[config.mk]
export PLATFORM = sky130hd
export DESIGN_NAME = usb_tx_buffer
export DESIGN_NICKNAME = d
export VERILOG_FILES = /design/src/rtl/usb_tx_buffer.sv
export SDC_FILE = /design/constraint.sdc
export NUM_CORES = 2
export LEC_CHECK = 0
export BUFFER_PORTS_ARGS = -buffer_cell sky130_fd_sc_hd__buf_2
export CAP_MARGIN = 10
export CORE_MARGIN = 2
export CORE_UTILIZATION = 30
export DETAILED_ROUTE_END_ITERATION = 8
export PLACE_DENSITY_LB_ADDON = 0.08
export SETUP_SLACK_MARGIN = 0.02
export SYNTH_ARGS = -nofsm -noshare
export SYNTH_HDL_FRONTEND = slang
export SYNTH_SLANG_ARGS = --single-unit
[constraint.sdc]
create_clock -name clk -period 8.1 [get_ports clk]
set_clock_uncertainty 0.2 [all_clocks]
set_input_delay 0.81 -clock clk [delete_from_list [all_inputs] [get_ports clk]]
set_output_delay 0.81 -clock clk [all_outputs]
set_load 0.01 [all_outputs]
[src/rtl/usb_tx_buffer.sv]
// Payload FIFO between the packetizer and an FT245-style USB transmit chip (TXE# / WR handshake).
// Optional packet-granular commit is enabled by defining USB_TX_PKT_COMMIT_EN.
module usb_tx_buffer #(
  parameter int unsigned ADDR_W   = 9,
  parameter int unsigned WR_PULSE = 2,
  parameter int unsigned WR_GAP   = 2
) (
  input  logic              clk,
  input  logic              rst_n,
  input  logic [8:0]        in_word,
  input  logic              in_valid,
  input  logic              flush,
  input  logic              usb_txe_n,
  output logic [7:0]        usb_data,
  output logic              usb_wr,
  output logic [ADDR_W:0]   fifo_level,
  output logic              overflow
);

  localparam int unsigned PTR_W   = ADDR_W + 1;
  localparam int unsigned DEPTH   = 1 << ADDR_W;
  localparam int unsigned CNT_MAX = (WR_PULSE > WR_GAP) ? WR_PULSE : WR_GAP;
  localparam int unsigned CNT_W   = (CNT_MAX > 1) ? $clog2(CNT_MAX) : 1;

  typedef enum logic [1:0] {IDLE, LOAD, STROBE, GAP} state_t;

  state_t             state, state_nxt;
  logic [CNT_W-1:0]   cnt, cnt_nxt;
  logic               usb_wr_nxt;

  logic [7:0]         mem [DEPTH];
  logic [PTR_W-1:0]   wr_ptr, rd_ptr, wr_ptr_nxt, rd_ptr_nxt, drain_ptr_nxt, used, level_nxt;
  logic               full, push_req, push_ok, reject, pop, start, overflow_nxt;
  logic               txe_meta, txe_sync, txe_ok;

`ifdef USB_TX_PKT_COMMIT_EN
  logic [PTR_W-1:0]   cm_ptr, cm_ptr_nxt;
  logic               drop, drop_nxt, term;
`endif

  // TXE# is asynchronous to clk; flops reset to "not ready"
  always_ff @(posedge clk or negedge rst_n) begin
    if (!rst_n) begin
      txe_meta <= 1'b1;
      txe_sync <= 1'b1;
    end else begin
      txe_meta <= usb_txe_n;
      txe_sync <= txe_meta;
    end
  end

  assign txe_ok = ~txe_sync;

  // Pointer / overflow next-state; full is judged on the pre-cycle occupancy
  always_comb begin
    used         = wr_ptr - rd_ptr;
    full         = (used == PTR_W'(DEPTH));
    push_req     = in_valid & in_word[8];
    pop          = (state == LOAD);
    wr_ptr_nxt   = wr_ptr;
    rd_ptr_nxt   = rd_ptr + PTR_W'(pop);
    overflow_nxt = overflow;
`ifdef USB_TX_PKT_COMMIT_EN
    term         = in_valid & ~in_word[8];
    cm_ptr_nxt   = cm_ptr;
    drop_nxt     = drop;
    push_ok      = push_req & ~full & ~drop;
    reject       = push_req & full & ~drop;
    if (push_ok) wr_ptr_nxt = wr_ptr + PTR_W'(1);
    if (reject) begin
      overflow_nxt = 1'b1;
      drop_nxt     = 1'b1;
    end
    // Terminator either publishes the packet or discards a damaged one
    if (term) begin
      if (drop) begin
        wr_ptr_nxt = cm_ptr;
        drop_nxt   = 1'b0;
      end else begin
        cm_ptr_nxt = wr_ptr;
      end
    end
`else
    push_ok      = push_req & ~full;
    reject       = push_req & full;
    if (push_ok) wr_ptr_nxt = wr_ptr + PTR_W'(1);
    if (reject)  overflow_nxt = 1'b1;
`endif
    if (flush) begin
      wr_ptr_nxt   = '0;
      rd_ptr_nxt   = '0;
      overflow_nxt = 1'b0;
      push_ok      = 1'b0;
    end
`ifdef USB_TX_PKT_COMMIT_EN
    if (flush) begin
      cm_ptr_nxt = '0;
      drop_nxt   = 1'b0;
    end
    drain_ptr_nxt = cm_ptr_nxt;
`else
    drain_ptr_nxt = wr_ptr_nxt;
`endif
    level_nxt = drain_ptr_nxt - rd_ptr_nxt;
  end

  always_ff @(posedge clk or negedge rst_n) begin
    if (!rst_n) begin
      wr_ptr     <= '0;
      rd_ptr     <= '0;
      overflow   <= 1'b0;
      fifo_level <= '0;
    end else begin
      wr_ptr     <= wr_ptr_nxt;
      rd_ptr     <= rd_ptr_nxt;
      overflow   <= overflow_nxt;
      fifo_level <= level_nxt;
    end
  end

`ifdef USB_TX_PKT_COMMIT_EN
  always_ff @(posedge clk or negedge rst_n) begin
    if (!rst_n) begin
      cm_ptr <= '0;
      drop   <= 1'b0;
    end else begin
      cm_ptr <= cm_ptr_nxt;
      drop   <= drop_nxt;
    end
  end
`endif

  always_ff @(posedge clk) begin
    if (push_ok) mem[wr_ptr[ADDR_W-1:0]] <= in_word[7:0];
  end

  // Data is latched once per byte and held until the next LOAD
  always_ff @(posedge clk or negedge rst_n) begin
    if (!rst_n)   usb_data <= 8'h00;
    else if (pop) usb_data <= mem[rd_ptr[ADDR_W-1:0]];
  end

  // Drain FSM: state register
  always_ff @(posedge clk or negedge rst_n) begin
    if (!rst_n) begin
      state  <= IDLE;
      cnt    <= '0;
      usb_wr <= 1'b0;
    end else begin
      state  <= state_nxt;
      cnt    <= cnt_nxt;
      usb_wr <= usb_wr_nxt;
    end
  end

  // Drain FSM: next state; GAP chains straight into LOAD for back-to-back bytes
  always_comb begin
    state_nxt = state;
    cnt_nxt   = cnt;
    start     = (fifo_level != '0) & txe_ok & ~flush;
    unique case (state)
      IDLE: if (start) state_nxt = LOAD;
      LOAD: begin
        state_nxt = STROBE;
        cnt_nxt   = CNT_W'(WR_PULSE - 1);
      end
      STROBE: begin
        if (cnt == '0) begin
          state_nxt = GAP;
          cnt_nxt   = CNT_W'(WR_GAP - 1);
        end else begin
          cnt_nxt = cnt - CNT_W'(1);
        end
      end
      GAP: begin
        if (cnt == '0) state_nxt = start ? LOAD : IDLE;
        else           cnt_nxt   = cnt - CNT_W'(1);
      end
      default: state_nxt = IDLE;
    endcase
  end

  // Drain FSM: outputs, registered from the next state
  always_comb begin
    usb_wr_nxt = (state_nxt == STROBE);
  end

endmodule

# ---- After elaboration in Yosys (flattened, before gate mapping)
# Memories as Yosys holds them, arrays and structs flattened. A register that Yosys moved wholly into a read port is not among the register bits.
# Cells that the tools add are included.
dict set report op_classes {
  reduce_logical 5
  n_eq_ne 5
  n_addsub 5
  muxes 16
  bitwise_logic 8
}
# op count
set op_table {}
lappend op_table {{10-bit 2-to-1 mux} 3}
lappend op_table {{10-bit subtractor} 2}
lappend op_table {{10-bit by 1-bit adder with 10-bit output} 1}
lappend op_table {{10-bit by 1-bit adder with 10-bit output, second input constant} 1}
lappend op_table {{10-bit equality test, second input constant} 1}
lappend op_table {{10-bit nonzero test} 1}
lappend op_table {{1-bit 2-to-1 mux} 8}
lappend op_table {{2-bit one-hot mux with 4 select lines} 1}
lappend op_table {{2-bit equality test, second input constant} 3}
lappend op_table {{2-bit 2-to-1 mux} 3}
lappend op_table {{1-bit bitwise AND} 5}
lappend op_table {{1-bit NOT} 3}
lappend op_table {{1-bit one-hot mux with 3 select lines} 1}
lappend op_table {{3-bit nonzero test} 1}
lappend op_table {{2-bit by 1-bit equality test with 1-bit output, second input constant} 1}
lappend op_table {{2-bit zero test} 1}
lappend op_table {{2-bit nonzero test} 1}
lappend op_table {{1-bit zero test} 1}
lappend op_table {{1-bit subtractor, second input constant} 1}
dict set report totals {
  mem_bits_rw 4096
  memories 1
  ff_bits 37
}
# name words width rd rd_clocked_by_memory_dff write_ports line_no
set mem_list {}
lappend mem_list {mem 512 8 1 1 1 31} ;# logic [7:0] mem [DEPTH];

# ---- Logic depth before layout (Yosys ltp)
dict set report logic_depth {
  ltp_word 7
  ltp_mapped 25
  depth_no_buf 19
}

# ---- Least setup slack after synthesis
# Ideal clock, no wire load.
dict set report synth_path {
  path_type {reg2reg}
  startpoint {register rd_ptr[2]}
  endpoint {register fifo_level[8]}
  setup_time_ps 123
  arrival_ps 5062
  path_stages_with_launch 25
  t_required_ps 7777
  setup_slack_ps 2716
  cell_sequence {dfrtp_1 > buf_2 > inv_2 > buf_2 > buf_2 > clkbuf_1 > clkbuf_1 > ha_1 > o21a_1 > a211oi_1 > mux2i_1 > o311ai_2 > buf_2 > xnor2_1 > or2_2 > ha_1 > fa_1 > nor2b_1 > o21ai_0 > a21boi_0 > o21ai_0 > nand2b_1 > a21o_1 > a21oi_1 > xnor2_1}
}
dict set report synth_via {
  elab_chain_cells 7
  elab_cells_between_ends 9
  cone_classes {3 x add/sub; 1 x eq/ne; 3 x mux; 2 x bitwise}
}
# item line_no
set synth_lines {}
lappend synth_lines {{start: declaration} 32} ;# logic [PTR_W-1:0] wr_ptr, rd_ptr, wr_ptr_nxt, rd_ptr_nxt, drain_ptr_nxt, used, level_nxt;
lappend synth_lines {{start signal: assignment} 115} ;# rd_ptr <= rd_ptr_nxt;
lappend synth_lines {{10-bit subtractor} 56} ;# used = wr_ptr - rd_ptr;
lappend synth_lines {{10-bit equality test} 57} ;# full = (used == PTR_W'(DEPTH));
lappend synth_lines {{1-bit NOT} 84} ;# push_ok = push_req & ~full;
lappend synth_lines {{1-bit bitwise AND} 84}
lappend synth_lines {{10-bit 2-to-1 mux} 86} ;# if (push_ok) wr_ptr_nxt = wr_ptr + PTR_W'(1);
lappend synth_lines {{10-bit 2-to-1 mux} 89} ;# if (flush) begin
lappend synth_lines {{10-bit subtractor (*)} 104} ;# level_nxt = drain_ptr_nxt - rd_ptr_nxt;
lappend synth_lines {{net level_nxt[8]} 32}
lappend synth_lines {{end signal: assignment} 117} ;# fifo_level <= level_nxt;
lappend synth_lines {{end: declaration} 16} ;# output logic [ADDR_W:0] fifo_level,
# The timed path passes the listed nets; every way through them passes the cells marked *.
# A chain may end at the register's enable or synchronous reset.

# ---- Worst setup path after layout
dict set report layout_path {
  startpoint {register rd_ptr[5]}
  endpoint {memory mem[157][2] (enable)}
}
dict set report layout_via {
  elab_chain_cells 7
}
# item line_no
set layout_lines {}
lappend layout_lines {{10-bit subtractor} 56}
lappend layout_lines {{10-bit equality test} 57}
lappend layout_lines {{1-bit NOT} 84}
lappend layout_lines {{1-bit bitwise AND} 84}
lappend layout_lines {{1-bit 2-to-1 mux} 89}
lappend layout_lines {{1-bit 2-to-1 mux} 134} ;# if (push_ok) mem[wr_ptr[ADDR_W-1:0]] <= in_word[7:0];
lappend layout_lines {{1-bit 2-to-1 mux (not written as such)} 134}
lappend layout_lines {{end: declaration} 31}
# Every way passes these cells.

==> flow_metrics.env <==
export IMPL_clk_pin_slew_worst_paths_ns=0.06
export IMPL_wl_mm=585
export IMPL_hold_viol=0
export IMPL_synth_edf_count=4096
export IMPL_cp_end_kind="flop"
export IMPL_dr_max_layer_used="met5"
export IMPL_clkLatencyLatePin_ns=1.04
export IMPL_syn_inst=8013
export IMPL_reg2reg_to="mem[157][2]"
export IMPL_cts_resized=0
export IMPL_gp_congestion=0.824
export IMPL_cts_root_buffer="clkbuf_16"
export IMPL_yosysUniqueCellTypes=76
export IMPL_antenna_found_initial=67
export IMPL_rrSetupSlack_ns=1.91
export IMPL_p_per_area_nw_per_um2=274
export IMPL_place_area_um2=171000
export IMPL_portBuffers=33
export IMPL_ys_dominant_reg_cell="edfxtp_1"
export IMPL_gr_total_overflow=0
export IMPL_clk_path_buf_depth=4
export IMPL_holdPathEnd="mem[315][3]"
export IMPL_p_int_mw=38.2
export IMPL_finalSetupViolations=0
export IMPL_timing_critical_path_buf_inv=2
export IMPL_r2r_start="rd_ptr[5]"
export IMPL_worst_r2r_path_depth=11
export IMPL_syn_to_final_growth_pct=14.6
export IMPL_fp_dieW_um=740
export IMPL_met1Wirelength_mm=259
export IMPL_dr_wl_met3_mm=35.6
export IMPL_max_stage_delay_ns=0.77
export IMPL_grt_pass1_vias=85362
export IMPL_fin_crit_ns=6.19
export IMPL_vias_per_cell=5.28
export IMPL_power_frac_clock_pct=40.7
export IMPL_synth_most_common_cell="edfxtp_1"
export IMPL_drtAntennaViolNets=0
export IMPL_nNetsFinal=8277
export IMPL_fmax_mhz=162
export IMPL_synth_area_um2=162000
export IMPL_drive_above_1_share_pct=21.1
export IMPL_fin_setup_tns_ns=0
export IMPL_start_kind="flop"
export IMPL_maxCapViolCount=0
export IMPL_slowest_stage="nand2_4"
export IMPL_synthTopCellsByArea="edfxtp_1, mux4_2, mux2i_1"
export IMPL_grt_max_degree=157
export IMPL_p_comb_share_pct=12.8
export IMPL_die_area_um2=547000
export IMPL_cts_made_buffers=461
export IMPL_crit_family="simple AND/OR/NAND/NOR gates"
export IMPL_fin_area_um2=186000
export IMPL_drt_iter0_markers=10179
export IMPL_crit_top_cell="nor2_1"
export IMPL_status="complete, but fails checks"
export IMPL_seq_power_share_pct=46.6
export IMPL_grt_usage_pct=20.9
export IMPL_async_flop_share_pct=1.09
export IMPL_hpwlAfterDp_mm=355
export IMPL_top_level_ports=34
export IMPL_start_util_pct=30.1
export IMPL_via_count=83790
export IMPL_slew_viol_final=29
export IMPL_post_route_period_util_pct=76.4
export IMPL_post_cts_buffers=0
export IMPL_coreArea_um2=540000
export IMPL_first_pass_iters=5
export IMPL_ys_warn_count=0
export IMPL_cts_sink_count=4141
export IMPL_synth_top_area_share_pct=75.8
export IMPL_slew_headroom_pct=-3.68
export IMPL_vdd_drop_max_mv=0.201
export IMPL_hp_class="input port to flop"
export IMPL_critPathMaxFanout=24
export IMPL_hold_buffers=5
export IMPL_failed_checks="slew limit"
export IMPL_power_switching_share_pct=25.2
export IMPL_p_leak_nw=55.3
export IMPL_whs_path_depth=1
export IMPL_wl_met2_mm=275
export IMPL_critical_path_cell_chain="inv_2 > ha_1 > a21oi_1 > o22ai_1 > a311oi_1 > mux2i_1 > o311ai_2 > nor2_1 > nand2_4 > buf_4 > nor2_1"
export IMPL_wl_per_cell_um=36.9
export IMPL_std_cell_rows=270
export IMPL_crit_type="flop to flop"
export IMPL_htreeDepth=5
export IMPL_p_sw_mw=12.9
export IMPL_synth_seq_area_share_pct=76.4
export IMPL_drc=0
export IMPL_syn_nets=8052
export IMPL_synth_area_leader_cell="edfxtp_1"
export IMPL_rsz0062_at_grt="false"
export IMPL_cp_required_ns=8.53
export IMPL_synth_seq_cells=4141
export IMPL_grt_pass1_wl_mm=788
export IMPL_synth_common_cells="edfxtp_1, mux4_2, nor2_1"
export IMPL_tightest_slew_ns=1.56
export IMPL_tritoncts="built"
export IMPL_min_delay_start="in_word[3]"
export IMPL_critPathArrivalTime_ns=6.61
export IMPL_postSynthAreaPerCell_um2=20.3
export IMPL_die_y_um=740
-- per-layer routing --
metal	GRT usage (%)	vias up
met1	29.9	46206
met3	3.08	656
li1	-	33752
met2	33.5	3166
met4	5.10	10
met5	0	-
-- placed cells by master (no fill, tap or decap), types with 119 or more instances in the layout --
cell type	Yosys	routed
o22ai_1	119	119
nor2_1	631	619
edfxtp_1	4096	4096
mux2i_1	550	550
a21oi_1	153	153
clkbuf_16	0	467
buf_4	45	172
mux4_2	821	821
nand2_1	210	189
o221ai_1	179	179
-- kinds of logic (layout without fill, tap and decap cells) --
logic type,Yosys count,after routing,synth area share (%)
AO/OA/AOI/OAI,812,812,3.51
XOR/XNOR,28,28,0.160
adder cells (fa/ha/maj),25,25,0.197
buffers and inverters,525,1146,1.93
flip-flops,4141,4141,76.4
multiplexers,1391,1391,14.9
other,0,19,0
AND/OR/NAND/NOR,1091,1091,2.84
-- worst reg2reg max path, stage by stage (launching register included) --
cell and delay [ns]:
dfrtp_4 0.58, inv_2 0.62, ha_1 0.41, a21oi_1 0.16, o22ai_1 0.11, a311oi_1 0.35
mux2i_1 0.35, o311ai_2 0.34, nor2_1 0.65, nand2_4 0.77, buf_4 0.63, nor2_1 0.64
-- through the flow --
step / hold WS [ns] / total power, mW / cells / setup WS [ns] / util, %
after CTS: 0.00711 / 51.7 / 15840 / 1.89 / 34.4
after global routing: 0.0600 / 52.6 / 15843 / 1.76 / 34.5
final: 0.0880 / 51.0 / 15861 / 1.91 / 34.5
after detailed placement: 0.149 / 30.9 / 14976 / 1.94 / 31.7
after global placement: 0.149 / 30.9 / 14974 / 1.81 / 31.7
after floorplan: 0.145 / 28.7 / 8013 / 2.72 / -
-- power groups by stage --
stage,clock (mW),sequential [mW],combinational [mW]
after floorplan,0,24.1,4.62
after global placement,0,24.2,6.70
after detailed placement,0,24.2,6.69
after CTS,21.2,23.8,6.71
after global routing,22.0,23.8,6.90
final,20.8,23.8,6.52
-- worst max-delay path by stage --
stage	start	endpoint	depth (start not counted)
global placement	rd_ptr[5]	mem[298][0]	12
detailed placement	rd_ptr[5]	mem[157][7]	11
finish	rd_ptr[5]	mem[157][2]	11
CTS	rd_ptr[0]	usb_data[2]	9
floorplan	rd_ptr[2]	fifo_level[8]	24
global route	rd_ptr[5]	mem[157][2]	11
-- area by class of cell --
cell class	instances	area, um2
Multi-Input combinational cell	3347	35400
Clock buffer	571	12100
Inverter	28	120
Antenna cell	19	47.5
Fill cell	50655	354000
Timing Repair Buffer	259	2540
Tap cell	7208	9020
Clock inverter	288	2640
Sequential cell	4141	124000
-- state kept, by name, summed over array words and instances (netlist names) --
name and count:
cnt 1, txe_meta 1, rd_ptr 10, fifo_level 10, txe_sync 1, state 2, overflow 1, usb_wr 1
usb_data 8, wr_ptr 10, mem 4096
(Power assumes the default switching activity.)
